--- src/rtl/ser_pkg.sv ---
// Shared types and helpers for the bit serializer: state encoding and the
// index-width helper used to size BIT_IDX.
package ser_pkg;

   typedef enum logic [1:0] {
      ST_IDLE  = 2'b00,
      ST_SHIFT = 2'b01,
      ST_GAP   = 2'b10
   } state_t;

   localparam int GAP_CNT_W = 4;

   // Never returns zero so a bit index is always at least one bit wide
   function automatic int idx_width(input int width);
      return (width <= 2) ? 1 : $clog2(width);
   endfunction

endpackage

--- src/rtl/bit_serializer.sv ---
// Parallel-to-serial front end for the single-bit detectors: accepts a word on
// LOAD/READY, shifts it out on x, then holds IDLE_LEVEL for the inter-frame gap.
module bit_serializer
   import ser_pkg::*;
#(
   parameter int unsigned WIDTH      = 8,
   parameter int unsigned GAP_CYCLES = 1,
   parameter logic        IDLE_LEVEL = 1'b0,
   parameter bit          MSB_FIRST  = 1'b1
) (
   input  logic                        CLK,
   input  logic                        RESET_N,
   input  logic [WIDTH-1:0]            DATA,
   input  logic                        LOAD,
   output logic                        READY,
   output logic                        x,
   output logic                        BUSY,
   output logic                        DONE,
   output logic [idx_width(WIDTH)-1:0] BIT_IDX
);

   localparam int IDX_W = idx_width(WIDTH);
   localparam logic [IDX_W-1:0] LAST_IDX = IDX_W'(WIDTH - 1);
   localparam logic [GAP_CNT_W-1:0] GAP_LOAD =
      GAP_CNT_W'((GAP_CYCLES == 0) ? 0 : GAP_CYCLES - 1);

   state_t                 state;
   state_t                 next_state;
   logic [WIDTH-1:0]       shreg;
   logic [WIDTH-1:0]       shreg_nxt;
   logic [GAP_CNT_W-1:0]   gap_cnt;
   logic [GAP_CNT_W-1:0]   gap_nxt;
   logic                   x_nxt;
   logic                   ready_nxt;
   logic                   busy_nxt;
   logic                   done_nxt;
   logic [IDX_W-1:0]       idx_nxt;

   // The bit that goes on x next is always kept at the leading end of shreg
   function automatic logic lead(input logic [WIDTH-1:0] v);
      return MSB_FIRST ? v[WIDTH-1] : v[0];
   endfunction

   function automatic logic [WIDTH-1:0] advance(input logic [WIDTH-1:0] v);
      return MSB_FIRST ? (v << 1) : (v >> 1);
   endfunction

   always_ff @(posedge CLK) begin
      if (!RESET_N) begin
         state   <= ST_IDLE;
         x       <= IDLE_LEVEL;
         READY   <= 1'b1;
         BUSY    <= 1'b0;
         DONE    <= 1'b0;
         BIT_IDX <= '0;
         shreg   <= '0;
         gap_cnt <= '0;
      end else begin
         state   <= next_state;
         x       <= x_nxt;
         READY   <= ready_nxt;
         BUSY    <= busy_nxt;
         DONE    <= done_nxt;
         BIT_IDX <= idx_nxt;
         shreg   <= shreg_nxt;
         gap_cnt <= gap_nxt;
      end
   end

   always_comb begin
      next_state = state;
      case (state)
         ST_IDLE: begin
            if (LOAD) next_state = ST_SHIFT;
         end
         ST_SHIFT: begin
            if (BIT_IDX == LAST_IDX) next_state = (GAP_CYCLES == 0) ? ST_IDLE : ST_GAP;
         end
         ST_GAP: begin
            if (gap_cnt == '0) next_state = ST_IDLE;
         end
         default: next_state = ST_IDLE;
      endcase
   end

   // Outputs are computed one cycle ahead so every port comes straight off a flop
   always_comb begin
      x_nxt     = IDLE_LEVEL;
      ready_nxt = (next_state == ST_IDLE);
      busy_nxt  = (next_state != ST_IDLE);
      done_nxt  = 1'b0;
      idx_nxt   = '0;
      shreg_nxt = shreg;
      gap_nxt   = gap_cnt;
      case (state)
         ST_IDLE: begin
            if (LOAD) begin
               x_nxt     = lead(DATA);
               shreg_nxt = advance(DATA);
            end
         end
         ST_SHIFT: begin
            if (BIT_IDX != LAST_IDX) begin
               x_nxt     = lead(shreg);
               shreg_nxt = advance(shreg);
               idx_nxt   = BIT_IDX + IDX_W'(1);
               done_nxt  = (idx_nxt == LAST_IDX);
            end else begin
               shreg_nxt = '0;
               gap_nxt   = GAP_LOAD;
            end
         end
         ST_GAP: begin
            if (gap_cnt != '0) gap_nxt = gap_cnt - GAP_CNT_W'(1);
         end
         default: ;
      endcase
   end

endmodule

--- config.mk ---
export PLATFORM = sky130hd
export DESIGN_NAME = bit_serializer
export DESIGN_NICKNAME = d
export VERILOG_FILES = /design/src/rtl/ser_pkg.sv /design/src/rtl/bit_serializer.sv
export SDC_FILE = /design/constraint.sdc
export NUM_CORES = 1
export LEC_CHECK = 0
export BUFFER_PORTS_ARGS = -buffer_cell sky130_fd_sc_hd__buf_2
export CORE_MARGIN = 3
export CORE_UTILIZATION = 47
export CTS_CLUSTER_SIZE = 12
export DETAILED_ROUTE_END_ITERATION = 16
export HOLD_SLACK_MARGIN = 0.03
export PLACE_DENSITY = 0.81
export SLEW_MARGIN = 20
export SYNTH_ARGS = -nofsm -noshare
export SYNTH_HDL_FRONTEND = slang
export SYNTH_SLANG_ARGS = --single-unit
--- constraint.sdc ---
create_clock -name CLK -period 1.3 [get_ports CLK]
set_input_delay 0.065 -clock CLK [delete_from_list [all_inputs] [get_ports CLK]]
set_output_delay 0.065 -clock CLK [all_outputs]
set_load 0.05 [all_outputs]
==> qor.yml, run 1 <==
outcome: "finished, violations left"
violations: "setup timing"
worst_slack_ns: -0.0515
worstSetupEndpointType: "flip-flop"
max_slew.worst_pin.slew_ns: 0.249
root_buffer: "clkbuf_4"
yosysSeqAreaShare: 0.431
max_stage_delay_ns: 0.46
cp_data_required_time_ns: 1.53
coreArea_um2: 1800
synth_top_area_share: 0.431
ios: 18
met2_length_um: 854
antenna_found_initial: 0
post-synth-top-count-cell: "dfxtp_1"
cp_cell_sequence: "inv_2 -> ha_4 -> nor3b_4 -> or4_1 -> a21oi_1"
register_area_um2: 412
leakagePower_uw: 0.000471
synth_edf_count: 0
first_global_vias: 718
drv_cap: 0
grt_first_pass_wirelength_mm: 3.08
power_density_nw_per_um2: 968
holdWs_ns: 0.0418
wl_met1_um: 843
start_util: 0.515
clk_pin_slew_ns: 0.11
grt.overflow.total: 0
ir_worst_vdd_mv: 1.02
netlist_area_um2: 928
cpLargestDelayFamily: "simple AND/OR/NAND/NOR gates"
synthTopCellsByCount: "dfxtp_1, o21ai_0, nand3b_1, nor2b_1, o221a_2"
cts_inserted_buffers: 3
wl_mm: 1.80
rsz0062_at_grt: "true"
pre_cts_ws_ns: -0.0693
diodes: 0
path_class: "flip-flop to flip-flop"
finalPower_uw: 1120
n_fill_cell: 166
drt_iter0_markers: 7
cp.arrival_ns: 1.58
syn_nets: 112
fmax_mhz: 740
die_h_um: 50.4
vias: 756
top_layer: "met4"
dieWidth_um: 50.4
drc: 0
ys.flop_type: "dfxtp_1"
fin_nets: 135
area_growth_pct: 24.4
grt_usage: 0.157
fin_tns_setup_ns: -0.0900
cpMaxStageDelayCell: "or4_1"
cp-start-kind: "flip-flop"
die_area_um2: 2540
fin_crit_ns: 1.35
htree_levels: 1
cts_tree: "yes"
via_per_inst: 5.25
clock_skew_ns: 0.00658
fp-row-count: 15
min_path_type: "input port to flip-flop"
final-hold-violation-count: 0
place.gp.congestion: 0.710
synth_cell_type_count: 25
layout-drive-gt1-share: 0.403
synthTopCellsByArea: "dfxtp_1, nand3b_1, o221a_2"
yosys.area.top_type: "dfxtp_1"
numClockSinks: 20
synth_async_sr_flop_share: 0
synthCells: 97
clock_path_buffers: 2
firstDrtPassIters: 4
multi_input_area_um2: 533
max_slew_margin: 0.834
synth-seq-cells: 20
wl_met3_um: 80
synth.avg_cell_area_um2: 9.57
path_max_fanout: 5
fin_crit_sh: 1.04
worstSkewPairLatency_ns: 0.30
wl_per_cell_um: 12.5
slew_viol_final: 0
setup_viol: 2
ant_nets: 0
grt_max_degree: 14
cp_num_buf_inv: 1
io_buffer_count: 17
yosys_warnings: 0
cell families (layout without fill, tap and decap cells):
logic type | Yosys count | after routing | share of synthesized area
flip-flops | 20 | 20 | 0.431
adder cells (fa/ha/maj) | 4 | 4 | 0.0539
AO/OA/AOI/OAI | 27 | 27 | 0.202
AND/OR/NAND/NOR | 36 | 36 | 0.255
buffers and inverters | 10 | 32 | 0.0579
routing by layer:
| metal | vias up | track usage |
|---|---|---|
| met1 | 349 | 0.198 |
| li1 | 390 | - |
| met2 | 15 | 0.250 |
| met5 | - | 0 |
| met4 | 0 | 0.0538 |
| met3 | 2 | 0.0534 |
worst reg2reg max path, cell delays in order (launching register included):
cell	delay [ns]
dfxtp_2	0.36
inv_2	0.05
ha_4	0.15
nor3b_4	0.15
or4_1	0.46
a21oi_1	0.12
per-stage QoR:
step           instances   util  instance area, um2
2_1_floorplan         97      -                 977
3_3_place_gp         139  0.610                1100
3_5_place_dp         139  0.610                1100
4_1_cts              144  0.640                1150
5_1_grt              144  0.641                1150
6_report             144  0.641                1150
registers in the layout, indices dropped and copies added, names as in the netlist:
| register | count |
|---|---|
| state | 2 |
| DONE | 1 |
| x | 1 |
| shreg | 7 |
| gap_cnt | 4 |
| BIT_IDX | 3 |
| READY | 1 |
| BUSY | 1 |
timing repair:
item                       CTS  global route
resized for setup            5             2
pin swaps                    0             0
setup buffers                1             0
setup endpoints to repair    6             7
hold buffers                 0             0
layout make-up:
class                           count  area share
Inverter                            4      0.0130
Tap cell                           25      0.0271
Timing Repair Buffer               24       0.119
Sequential cell                    20       0.356
Clock buffer                        4      0.0228
Multi-Input combinational cell     67       0.462
path summary, 6_finish.rpt:
check	startpoint	end	slack [ns]	cells after the start
min reg2reg	shreg[7]$_SDFFE_PN0P_	x$_SDFF_PN0_	0.50	2
max reg2reg	gap_cnt[1]$_SDFFE_PN0P_	gap_cnt[3]$_SDFFE_PN0P_	-0.05	5
min	DATA[7]	x$_SDFF_PN0_	0.04	3
max	gap_cnt[1]$_SDFFE_PN0P_	gap_cnt[3]$_SDFFE_PN0P_	-0.05	5
report_power, final:
group	internal (uW)	switching (uW)
Combinational	72.5	90.5
Clock	119	180
Sequential	640	16.5
placed cells by master, fill, tap and decap left out:
cell and count:
nand2b_4 2, nand2b_1 2, nand2_1 1, dfxtp_2 3, inv_1 2, o21ai_1 1, buf_4 7, o21ai_0 10
o21a_1 2, and3_1 1, a21oi_1 5, dfxtp_4 2, ha_1 1, or3_1 3, or4_1 2, o21ba_2 1
inv_2 2, clkbuf_4 3, o221a_2 6, or2_4 1, nor2_1 4, nor3b_1 1, buf_2 17, a21boi_1 1
o211ai_1 1, clkbuf_1 1, ha_4 3, nor3b_4 1, nor2b_1 7, dfxtp_1 15, and2_1 2, nand3b_1 9
No activity file was read; power rests on OpenSTA's default activity.
==> inputs of run 2 (changes only) <==
CORE_MARGIN = default   (was 3)
==> qor.yml, run 2 (synthesized netlist as in run 1, its figures left out) <==
power_density_nw_per_um2: 943  # -2.6%
ir_worst_vdd_mv: 0.559  # -45%
max_slew_margin: 0.831  # -0.00236
swShare: 0.260  # +0.00372
drt_iter0_markers: 14  # +7
grt_use_met2: 0.314  # +0.0639
layout-drive-gt1-share: 0.415  # +0.0113
power_switching_uw: 293  # +2.3%
clock_path_buffers: 2  # unchanged
final_cell_mix: "buf_2, dfxtp_1, nand3b_1"
startpoint: "gap_cnt[1]$_SDFFE_PN0P_"
grt_max_degree: 14  # unchanged
fin_crit_sh: 1.05  # +0.0103
diodes: 0  # unchanged
finalPower_uw: 1130  # +0.80%
leakagePower_uw: 0.000491  # +4.2%
via_per_inst: 5.30  # +0.90%
vias: 784  # +3.7%
ios: 18  # unchanged
pwr-share-comb: 0.147  # about the same
dp_cells: 140  # +0.72%
largest_reg_flops: 7  # unchanged
worstSkewPairLatency_ns: 0.30  # about the same
antenna_found_initial: 0  # unchanged
met1_usage: 0.233  # +0.0355
setup_viol: 5  # +3
path_class: "flip-flop to flip-flop"
first_global_vias: 758  # +5.6%
layout_commonest_cell: "buf_2"
p_seq_frac: 0.582  # -0.005
grt_first_pass_wirelength_mm: 2.97  # -3.6%
htree_levels: 1  # unchanged
drc: 0  # unchanged
stdcell_count: 148  # +2.8%
worstSetupEndpointType: "flip-flop"
r2r_start: "gap_cnt[1]$_SDFFE_PN0P_"
fin_nets: 139  # +3.0%
worst_slack_ns: -0.0649  # -0.0134 ns
max_slew.worst_pin.slew_ns: 0.255  # +0.00563 ns
cp.arrival_ns: 1.60  # +0.02 ns
n_fill_cell: 148  # -11%
area_growth_pct: 28.7
top_regs: "shreg (7), gap_cnt (4), BIT_IDX (3)"
outcome: "finished, violations left"
slew_viol_final: 0  # unchanged
p_int_uw: 834  # +0.30%
root_buffer: "clkbuf_4"
start_util: 0.521  # +0.00542
final-hold-violation-count: 0  # unchanged
dp_hpwl_mm: 1.29
cp_data_required_time_ns: 1.53  # about the same
clock_skew_ns: 0.00529  # -0.00129 ns
numClockSinks: 20  # unchanged
min_path_type: "input port to flip-flop"
grt.overflow.total: 0  # unchanged
wl_mm: 1.84  # +2.1%
cts_tree: "yes"
fmax_mhz: 733  # -0.99%
regMostFlops: "shreg"
clk_pin_slew_ns: 0.11  # about the same
placed_area_um2: 1110  # +0.68%
cp-start-kind: "flip-flop"
io_buffer_count: 17  # unchanged
die_h_um: 46.4  # -7.9%
fp-row-count: 15  # unchanged
dieWidth_um: 46.4  # -7.9%
utilization: 0.670  # +0.0292
path_max_fanout: 4  # -1
grt_usage: 0.194  # +0.0362
coreArea_um2: 1780  # -1.0%
grt_busiest_layer: "met2"
rsz0062_at_grt: "true"
worst_hold_startpoint: "RESET_N"
violations: "setup timing"
place.gp.congestion: 0.720  # +1.4%
pwr-share-clk: 0.271  # +0.003
cts_inserted_buffers: 3  # unchanged
grt_util_met3: 0.0392  # -0.0142
die_area_um2: 2160  # -15%
r2r_slack_ns: -0.06  # about the same
firstDrtPassIters: 4  # unchanged
ant_nets: 0  # unchanged
wl_per_cell_um: 12.4  # -0.70%
fin_crit_ns: 1.36  # +0.0134 ns
fin_area_um2: 1190  # +3.5%
drv_cap: 0  # unchanged
## run 2: repair_timing
action	in CTS	in global routing
endpoints found under the setup margin	6	6
hold buffers	1	0
setup buffers	1	2
pin swaps	1	5
resized for setup	5	10
hold endpoints to repair	1	0
## run 2: through the flow
step	TNS, ns	worst slack [ns]	hold WS, ns
after detailed placement	-0.202	-0.0873	0.355
after floorplan	-0.0295	-0.0216	0.218
final	-0.178	-0.0649	0.0734
after global placement	-0.0140	-0.0140	0.358
after global routing	-0.532	-0.117	0.0894
after CTS	-0.168	-0.0723	0.0645
## run 2: critical path: stages (launching register included)
cell and delay, ns:
dfxtp_2 0.37, inv_2 0.05, ha_4 0.15, nor3b_4 0.15
buf_4 0.14, or3_1 0.31, a21boi_1 0.14
## run 2: metal layers
metal	part of all wire	wire, um
met1	0.43	792
met5	0	0
met4	0.022	41
met3	0.061	112
met2	0.49	892
## run 2: power by group through the flow
stage,Sequential [uW],Clock (uW),Combinational (uW)
after global routing,661,336,181
final,656,305,166
after detailed placement,670,0,157
after floorplan,697,0,84.8
after CTS,656,314,162
after global placement,668,0,153
## run 2: cell type report
class	count	area, um2	area share
sequential	20	412	0.345
multi-input combinational	67	533	0.446
timing repair buffer	28	178	0.149
inverter	4	15.0	0.0126
clock buffer	4	26.3	0.0220
tap	25	31.3	0.0262
## run 2: worst paths after layout
| check | endpoint | depth (start not counted) |
|---|---|---|
| worst max register to register | gap_cnt[1]$_SDFFE_PN0P_ | 6 |
| worst max-delay path | gap_cnt[1]$_SDFFE_PN0P_ | 6 |
| worst min-delay path | READY$_SDFF_PN1_ | 2 |
| worst min register to register | x$_SDFF_PN0_ | 2 |
==> inputs of run 3 (changes only) <==
CORE_UTILIZATION = 50   (was 47)
CTS_BUF_LIST = sky130_fd_sc_hd__clkbuf_4 sky130_fd_sc_hd__clkbuf_8   (was default)
CTS_CLUSTER_SIZE = default   (was 12)
PLACE_DENSITY = 0.85   (was 0.81)
==> qor.yml, run 3 (synthesized netlist as in run 1, its figures left out) <==
outcome: "finished, violations left"
violations: "setup timing"
place.gp.congestion: 0.744  # +3.4%
cp_data_required_time_ns: 1.55  # +0.02 ns
wl_mm: 1.97  # +7.2%
ant_nets: 0  # unchanged
cpMaxStageDelayCell: "or4_1"
worstSkewPairLatency_ns: 0.30  # about the same
via_per_inst: 5.40  # +1.9%
cts_inserted_buffers: 3  # unchanged
pre_cts_ws_ns: -0.100  # -0.0129 ns
fin_nets: 137  # -1.4%
path_class: "flip-flop to flip-flop"
final_cell_mix: "buf_2, dfxtp_1, nand3b_1"
grt_first_pass_wirelength_mm: 3.05  # +2.6%
grt_usage: 0.211  # +0.0176
cts_hold_buf: 0  # -1
io_buffer_count: 17  # unchanged
leakagePower_uw: 0.000490  # -0.20%
final-hold-violation-count: 0  # unchanged
dieWidth_um: 45.1  # -2.9%
largest_reg_flops: 7  # unchanged
area_growth_pct: 27.6
clk_pin_slew_ns: 0.11  # about the same
die_h_um: 45.1  # -2.9%
min_path_type: "input port to flip-flop"
htree_levels: 1  # unchanged
cp-start-kind: "flip-flop"
layout_commonest_cell: "buf_2"
worstSetupEndpointType: "flip-flop"
cp_cell_sequence: "inv_2 -> ha_4 -> nor3b_4 -> or4_1 -> a21oi_1"
wl_per_cell_um: 13.5  # +8.7%
slew_viol_final: 0  # unchanged
setup_viol: 1  # -4
max_slew.worst_pin.slew_ns: 0.264  # +0.00942 ns
numClockSinks: 20  # unchanged
path_max_fanout: 6  # +2
grt_max_degree: 16  # +2
fin_crit_ns: 1.38  # +0.0110 ns
vias: 788  # +0.51%
power_density_nw_per_um2: 996  # +5.6%
cts_tree: "yes"
fin_crit_sh: 1.06  # +0.00843
drc: 0  # unchanged
dp_hpwl_mm: 1.32  # +2.0%
max_stage_delay_ns: 0.47  # +0.10 ns
max_slew_margin: 0.824  # -0.00769
cp.arrival_ns: 1.62  # +0.02 ns
worst_slack_ns: -0.0759  # -0.0110 ns
n_fill_cell: 151  # +2.0%
rsz0062_at_grt: "true"
root_buffer: "clkbuf_4"
drv_cap: 0  # unchanged
antenna_found_initial: 0  # unchanged
start_util: 0.538  # +0.0170
clock_skew_ns: 0.00513  # -0.000161 ns
first_global_vias: 747  # -1.5%
fin_tns_setup_ns: -0.0759  # +0.103 ns
ios: 18  # unchanged
firstDrtPassIters: 6  # +2
fp-row-count: 15  # unchanged
layout-drive-gt1-share: 0.421  # +0.00685
ir_worst_vdd_mv: 0.821  # +47%
regMostFlops: "shreg"
coreArea_um2: 1730  # -3.2%
drt_iter0_markers: 8  # -6
clock_path_buffers: 2  # unchanged
die_area_um2: 2030  # -5.7%
top_regs: "shreg (7), gap_cnt (4), BIT_IDX (3)"
grt.overflow.total: 0  # unchanged
fmax_mhz: 727  # -0.80%
diodes: 0  # unchanged
[run 3: changes by cell type in the layout (fill, tap and decap cells not counted), sizes merged]
cell,before,now
buf,27,26
dlygate4sd3,1,0
[run 3: path summary, 6_finish.rpt]
| kind | start | end | slack (ns) | cells after the start |
|---|---|---|---|---|
| max | gap_cnt[1]$_SDFFE_PN0P_ | gap_cnt[3]$_SDFFE_PN0P_ | -0.08 | 5 |
| min | DATA[7] | x$_SDFF_PN0_ | 0.04 | 3 |
| max reg2reg | gap_cnt[1]$_SDFFE_PN0P_ | gap_cnt[3]$_SDFFE_PN0P_ | -0.08 | 5 |
| min reg2reg | shreg[7]$_SDFFE_PN0P_ | x$_SDFF_PN0_ | 0.52 | 2 |
[run 3: repair_timing]
action,CTS,global route
pin swaps,0,4
resized for setup,4,9
gates cloned,0,0
setup endpoints to repair,4,11
buffers inserted,2,2
[run 3: layout make-up]
class / instances / area, um2 / area share
inverter: 4 / 15.0 / 0.0127
sequential: 20 / 412 / 0.347
clock buffer: 4 / 36.3 / 0.0306
multi-input combinational: 67 / 531 / 0.448
timing repair buffer: 26 / 160 / 0.135
tap: 25 / 31.3 / 0.0264
[run 3: power breakdown]
part           switching (uW)  internal [uW]  leakage, uW
sequential               17.0            640     0.000167
combinational            92.3           69.2     0.000302
clock                     191            171    0.0000210
total                     300            880     0.000490
[run 3: critical path, delay by kind of cell (launching register included)]
| kind | cells | cell delay [ns] |
|---|---|---|
| compound gates | 1 | 0.13 |
| fa+ha+maj | 1 | 0.15 |
| buf+inv | 1 | 0.05 |
| flops | 1 | 0.37 |
| simple gates | 2 | 0.63 |
[run 3: per-stage QoR]
| step | hold slack (ns) | cells | power [uW] | utilization | instance area (um2) |
|---|---|---|---|---|---|
| 2_1_floorplan | 0.218 | 97 | 781 | - | 977 |
| 3_3_place_gp | 0.355 | 138 | 817 | 0.633 | 1090 |
| 3_5_place_dp | 0.363 | 138 | 825 | 0.633 | 1090 |
| 4_1_cts | 0.0399 | 144 | 1180 | 0.673 | 1160 |
| 5_1_grt | 0.0407 | 146 | 1230 | 0.686 | 1180 |
| 6_report | 0.0442 | 146 | 1180 | 0.686 | 1180 |
[run 3: layer usage]
layer	wire, um	share of wire	GRT usage
met4	12	0.0061	0.0667
met5	0	0	0
met1	824	0.42	0.228
met3	75	0.038	0.0720
met2	1060	0.54	0.383
